## src/rtl/program_loader_if.sv

```systemverilog
// Boot-loader bus: the inbound byte stream handshake plus the instruction-memory write port.
interface program_loader_if #(
    parameter int HALF_WORD = 16,
    parameter int WORD      = 32
);
    logic [7:0]           byte_i;
    logic                 byte_valid_i;
    logic                 byte_ready_o;
    logic                 program_mem_write_en_o;
    logic [HALF_WORD-1:0] instruction_o;
    logic [WORD-1:0]      instruction_addr_o;

    modport slave (
        input  byte_i,
        input  byte_valid_i,
        output byte_ready_o,
        output program_mem_write_en_o,
        output instruction_o,
        output instruction_addr_o
    );

    modport master (
        output byte_i,
        output byte_valid_i,
        input  byte_ready_o,
        input  program_mem_write_en_o,
        input  instruction_o,
        input  instruction_addr_o
    );
endinterface

```

## src/rtl/program_loader.sv

```systemverilog
// Assembles a little-endian halfword image from a byte stream, writes it to instruction
// memory and releases the core once the XOR checksum of the data bytes matches.
module program_loader #(
    parameter int MAX_HALFWORDS = 512
) (
    input  logic               clk_i,
    input  logic               reset_i,
    input  logic               load_start_i,
    program_loader_if.slave    bus,
    output logic               cpu_reset_o,
    output logic               load_done_o,
    output logic               load_error_o
);
    localparam int HALF_WORD = 16;
    localparam int WORD      = 32;

    typedef enum logic [2:0] {
        LEN_LO,
        LEN_HI,
        DATA_LO,
        DATA_HI,
        WRITE,
        CSUM,
        DONE,
        ERROR
    } state_t;

    state_t               r_state;
    state_t               w_nextState;
    logic [7:0]           r_lenLo;
    logic [7:0]           r_loByte;
    logic [7:0]           r_xor;
    logic [15:0]          r_remaining;
    logic [WORD-1:0]      r_addr;
    logic [WORD-1:0]      r_instrAddr;
    logic [HALF_WORD-1:0] r_instr;
    logic                 w_ready;
    logic                 w_xfer;
    logic [15:0]          w_len;

    assign w_ready = (r_state == LEN_LO) || (r_state == LEN_HI) || (r_state == DATA_LO) ||
                     (r_state == DATA_HI) || (r_state == CSUM);
    assign w_xfer  = w_ready && bus.byte_valid_i;
    assign w_len   = {bus.byte_i, r_lenLo};

    always_ff @(posedge clk_i) begin
        if (reset_i) begin
            r_state <= LEN_LO;
        end else begin
            r_state <= w_nextState;
        end
    end

    always_comb begin
        w_nextState = r_state;
        case (r_state)
            LEN_LO:  if (w_xfer) w_nextState = LEN_HI;
            LEN_HI: begin
                if (w_xfer) begin
                    if (int'(w_len) > MAX_HALFWORDS) begin
                        w_nextState = ERROR;
                    end else if (w_len == 16'd0) begin
                        w_nextState = CSUM;
                    end else begin
                        w_nextState = DATA_LO;
                    end
                end
            end
            DATA_LO: if (w_xfer) w_nextState = DATA_HI;
            DATA_HI: if (w_xfer) w_nextState = WRITE;
            WRITE:   w_nextState = (r_remaining == 16'd1) ? CSUM : DATA_LO;
            CSUM: begin
                if (w_xfer) begin
                    w_nextState = (bus.byte_i == r_xor) ? DONE : ERROR;
                end
            end
            DONE:    if (load_start_i) w_nextState = LEN_LO;
            ERROR:   if (load_start_i) w_nextState = LEN_LO;
            default: w_nextState = LEN_LO;
        endcase
    end

    // The output address register is captured separately so the running address can
    // advance after WRITE without disturbing the value held on the memory port.
    always_ff @(posedge clk_i) begin
        if (reset_i) begin
            r_lenLo     <= '0;
            r_loByte    <= '0;
            r_xor       <= '0;
            r_remaining <= '0;
            r_addr      <= '0;
            r_instrAddr <= '0;
            r_instr     <= '0;
        end else begin
            case (r_state)
                LEN_LO: begin
                    if (w_xfer) r_lenLo <= bus.byte_i;
                end
                LEN_HI: begin
                    if (w_xfer) r_remaining <= w_len;
                end
                DATA_LO: begin
                    if (w_xfer) begin
                        r_loByte <= bus.byte_i;
                        r_xor    <= r_xor ^ bus.byte_i;
                    end
                end
                DATA_HI: begin
                    if (w_xfer) begin
                        r_instr     <= {bus.byte_i, r_loByte};
                        r_instrAddr <= r_addr;
                        r_xor       <= r_xor ^ bus.byte_i;
                    end
                end
                WRITE: begin
                    r_addr      <= r_addr + WORD'(2);
                    r_remaining <= r_remaining - 16'd1;
                end
                DONE, ERROR: begin
                    if (load_start_i) begin
                        r_addr      <= '0;
                        r_remaining <= '0;
                        r_xor       <= '0;
                    end
                end
                default: ;
            endcase
        end
    end

    assign bus.byte_ready_o           = w_ready;
    assign bus.program_mem_write_en_o = (r_state == WRITE);
    assign bus.instruction_o          = r_instr;
    assign bus.instruction_addr_o     = r_instrAddr;
    assign cpu_reset_o                = (r_state != DONE);
    assign load_done_o                = (r_state == DONE);
    assign load_error_o               = (r_state == ERROR);
endmodule
```

## src/flat_wrapper.sv

```systemverilog
// flat-port wrapper written by rule: the top's interface ports become plain ports
module program_loader_flat 
#(
    parameter int MAX_HALFWORDS = 512
)
  (clk_i, reset_i, load_start_i, cpu_reset_o, load_done_o, load_error_o, bus_byte_i, bus_byte_valid_i, bus_byte_ready_o, bus_program_mem_write_en_o, bus_instruction_o, bus_instruction_addr_o);
  program_loader_if bus_i ();
  input  logic clk_i;
  input  logic reset_i;
  input  logic load_start_i;
  output logic cpu_reset_o;
  output logic load_done_o;
  output logic load_error_o;
  input wire logic [$bits(bus_i.byte_i)-1:0] bus_byte_i;
  input wire logic [$bits(bus_i.byte_valid_i)-1:0] bus_byte_valid_i;
  output wire logic [$bits(bus_i.byte_ready_o)-1:0] bus_byte_ready_o;
  output wire logic [$bits(bus_i.program_mem_write_en_o)-1:0] bus_program_mem_write_en_o;
  output wire logic [$bits(bus_i.instruction_o)-1:0] bus_instruction_o;
  output wire logic [$bits(bus_i.instruction_addr_o)-1:0] bus_instruction_addr_o;
  assign bus_i.byte_i = bus_byte_i;
  assign bus_i.byte_valid_i = bus_byte_valid_i;
  assign bus_byte_ready_o = bus_i.byte_ready_o;
  assign bus_program_mem_write_en_o = bus_i.program_mem_write_en_o;
  assign bus_instruction_o = bus_i.instruction_o;
  assign bus_instruction_addr_o = bus_i.instruction_addr_o;
  program_loader #(.MAX_HALFWORDS(MAX_HALFWORDS)) u_core (.clk_i(clk_i), .reset_i(reset_i), .load_start_i(load_start_i), .bus(bus_i), .cpu_reset_o(cpu_reset_o), .load_done_o(load_done_o), .load_error_o(load_error_o));
endmodule
```

## config.mk

```make
export PLATFORM = sky130hd
export DESIGN_NAME = program_loader_flat
export DESIGN_NICKNAME = d
export VERILOG_FILES = /design/src/rtl/program_loader_if.sv /design/src/rtl/program_loader.sv /design/src/flat_wrapper.sv
export SDC_FILE = /design/constraint.sdc
export NUM_CORES = 1
export LEC_CHECK = 0
export ABC_AREA = 0
export CAP_MARGIN = 20
export CORE_MARGIN = 5
export CORE_UTILIZATION = 53
export DETAILED_ROUTE_END_ITERATION = 8
export GPL_TIMING_DRIVEN = 1
export PLACE_DENSITY = 0.76
export SETUP_SLACK_MARGIN = 0.2
export SKIP_CTS_REPAIR_TIMING = 1
export SYNTH_ARGS = -nofsm -noshare
export SYNTH_HDL_FRONTEND = slang
export SYNTH_SLANG_ARGS = --single-unit
export TNS_END_PERCENT = 5
```

## constraint.sdc

```tcl
create_clock -name clk_i -period 2.3 [get_ports clk_i]
set_input_delay 0.23 -clock clk_i [delete_from_list [all_inputs] [get_ports clk_i]]
set_output_delay 0.23 -clock clk_i [all_outputs]
set_load 0.05 [all_outputs]
```

==> summary.md <==
| Metric | Value |
|---|---|
| Fmax | `485.5 MHz` |
| Worst slew pin tran | `0.5869 ns` |
| Final hold viol count | `0` |
| Core ar. | `about 10000 sq um` |
| Top-count cell post-synth | `nand2_1` |
| Dpl cells | `about 860` |
| # setup viols final | `0` |
| Setup TNS | `0 ns` |
| Post-synth top area cell | `dfxtp_1` |
| Total I/O pin count | `65` |
| Routed length per instance | `~15 microns` |
| Clock-pin transition on the worst setup and hold timing paths | `around 0.060 ns` |
| Fin Clk Skew | `0.006796 ns` |
| Synthesized cell area | `5429 sq um` |
| Clock root cell | `clkbuf_8` |
| Final nets | `~760` |
| Post-layout min period | `2.060 ns` |
| Final WS setup | `approximately 0.24 ns` |
| Largest net degree at the start of global routing | `48` |
| Worst setup path class | `flop to primary output` |
| Port bufs | `between 60 and 70` |
| RSZ-0062 raised after global routing | `yes` |
| GR Overflow Total | `0` |
| Routed via count | `between 5k and 6k` |
| Area grow syn2layout | `26.16%` |
| Initial Utilization | `53.55%` |
| M1 GR Usage | `roughly a quarter` |
| Syn avg cell area | `around 7.9 sq um` |
| Top cell type's share of synthesized area | `~45%` |
| Final antenna-violating net count | `0` |
| CTS Buf Count | `17` |
| Die W | `between 100 and 150 microns` |
| Relative slew slack | `~61%` |
| Yosys cell types | `57` |
| Dpl hpwl | `roughly 9000 microns` |
| Number of synthesized flops with an enable pin | `0` |
| Ys async rst share | `0%` |
| Clk_lat worst skew | `around 0.52 ns` |
| Maximum vdd drop | `around 0.57 mV` |
| WP data required | `2.07 ns` |
| Period utilization | `approximately nine tenths` |
| Total GRT Usage | `between 20% and 30%` |
| Cells after Synth | `just under 700` |
| Vias in the first global route | `roughly 4.9k` |
| Post-DR vias/cell | `roughly 5.7` |
| Outcome | `complete, no violations` |
| Power Density | `~850 nW/um^2` |
| Area contributors post-synth | `dfxtp_1, nand2_1, a21oi_1` |
| Sink Count | `121` |
| Ys flop type | `dfxtp_1` |
| Met2 Use GR | `about two fifths` |
| FILL cells | `between 800 and 900` |
| Most frequent cells after synthesis | `nand2_1, dfxtp_1, a21oi_1` |
| Die area | `12370 sq um` |
| DRC Markers | `0` |
| Layout cell share with drive strength beyond 1 | `between 10% and 20%` |
| CTS tree | `done` |
| Leakage | `about 2.4 nW` |
| Crit path max fanout | `13` |
| Yosys warning count | `0` |
| Crit path capture type | `primary output` |
| H-tree levels | `4` |
| Clk buf depth | `2` |
| Routability cong. | `just under 0.9` |
| Gr busiest metal | `met2` |
| First-pass GRT wire length | `between 20000 and 25000 microns` |
| DR iter-0 viols | `around 390` |
| Seq/Total Area, Yosys | `between 40 and 50%` |
| FP Rows | `37` |
| Drt first pass iters | `5` |
| GR Util met3 | `under 10%` |
| Critical Path Start Type | `flop` |
| Detailed-route wire length | `around 14000 microns` |
| Max-Cap Viols | `0` |
| CP arrival | `around 1.8 ns` |
| Synth Net Count | `701` |
| Antenna diodes | `0` |
| Setup Slack @ Placement | `about 0.17 ns` |
| Die H | `roughly 110 microns` |
| FF+latch count, synth | `approximately 120` |
| Final Non-Filler Cells | `893` |
| Final core occ | `around 68%` |
| Hold Crit Class | `input pin to flop` |
| Hold slack final | `about 0.12 ns` |
| Initial antenna violation count | `0` |
| Max-slew violations | `0` |
-- worst paths after layout --
check	endpoint	cells past startpoint	startpoint	slack (ns)
max reg2reg	u_core.r_remaining[6]$_SDFFE_PP0P_	7	u_core.r_remaining[0]$_SDFFE_PP0P_	0.34
min	u_core.r_addr[2]$_SDFFE_PP0P_	2	reset_i	0.12
max	bus_program_mem_write_en_o	4	u_core.r_state[0]$_SDFFE_PP0P_	0.24
min reg2reg	u_core.bus.instruction_o[1]$_SDFFE_PP0P_	2	u_core.r_loByte[1]$_SDFFE_PP0P_	0.45
-- sequential cells by signal, indices dropped and copies added, names as in the netlist --
name and cells:
u_core.bus.instruction_addr_o 31, u_core.r_addr 31, u_core.bus.instruction_o 16, u_core.r_remaining 16, u_core.r_lenLo 8, u_core.r_loByte 8
u_core.r_xor 8, u_core.r_state 3
-- cells in the final DEF, fill, tap and decap left out, types with 6 or more instances in the layout --
| master | instances |
|---|---|
| clkdlybuf4s50_1 | 57 |
| nand2_1 | 143 |
| dfxtp_1 | 118 |
| a22oi_1 | 6 |
| nand3b_1 | 10 |
| buf_4 | 25 |
| a21oi_1 | 92 |
| xor2_1 | 28 |
| xnor2_1 | 8 |
| nand3_1 | 15 |
| inv_1 | 8 |
| nor2_1 | 62 |
| and3_1 | 8 |
| clkbuf_16 | 16 |
| o21ai_0 | 34 |
| nor3_1 | 14 |
| nor4_1 | 9 |
| nand4_1 | 9 |
-- power by group --
| part | switching (mW) | internal (mW) | total, mW |
|---|---|---|---|
| clock network | 0.978 | 1.68 | 2.66 |
| logic | 0.541 | 0.340 | 0.881 |
| registers | 0.0981 | 2.18 | 2.27 |
-- kinds of logic after synthesis --
group / synth area share (%)
and+or+nand+nor: 26.18
AOI/OAI and AO/OA: 18.00
DFF: 44.62
buffers and inverters: 4.448
xor gates and xnor gates: 5.808
adders and majority gates: 0.6915
other: 0.06907
muxes: 0.1844
-- area by class of cell --
class / count / area [sq um] / area share [%]
inverters: 10 / 43.79 / 0.6394
flip-flops and latches: 121 / 2426 / 35.42
well taps: 136 / 170.2 / 2.484
multi-input cells: 507 / 2768 / 40.41
repair buffers: 87 / 843.3 / 12.31
clock buffers: 18 / 427.9 / 6.248
clock inverters: 14 / 170.2 / 2.484
-- worst max-delay path: stages (launching register included) --
cell     delay [ns]
dfxtp_2        0.39
or3b_1         0.45
inv_4          0.14
buf_4          0.19
buf_12         0.15
-- routing by layer --
layer	part of all wire (%)	wire (microns)	up-vias
met3	6.1	824	30
met5	0	0	-
met1	41	5560	2433
met4	2.1	278	0
li1	-	-	2473
met2	51	6850	166
-- through the flow --
stage	power [mW]	area [sq um]
finish	5.816	6849
global route	6.067	6849
CTS	5.800	6814
detailed placement	3.140	6216
global placement	3.107	6216
floorplan	2.926	5429
Power figures use the tool's default switching activity.
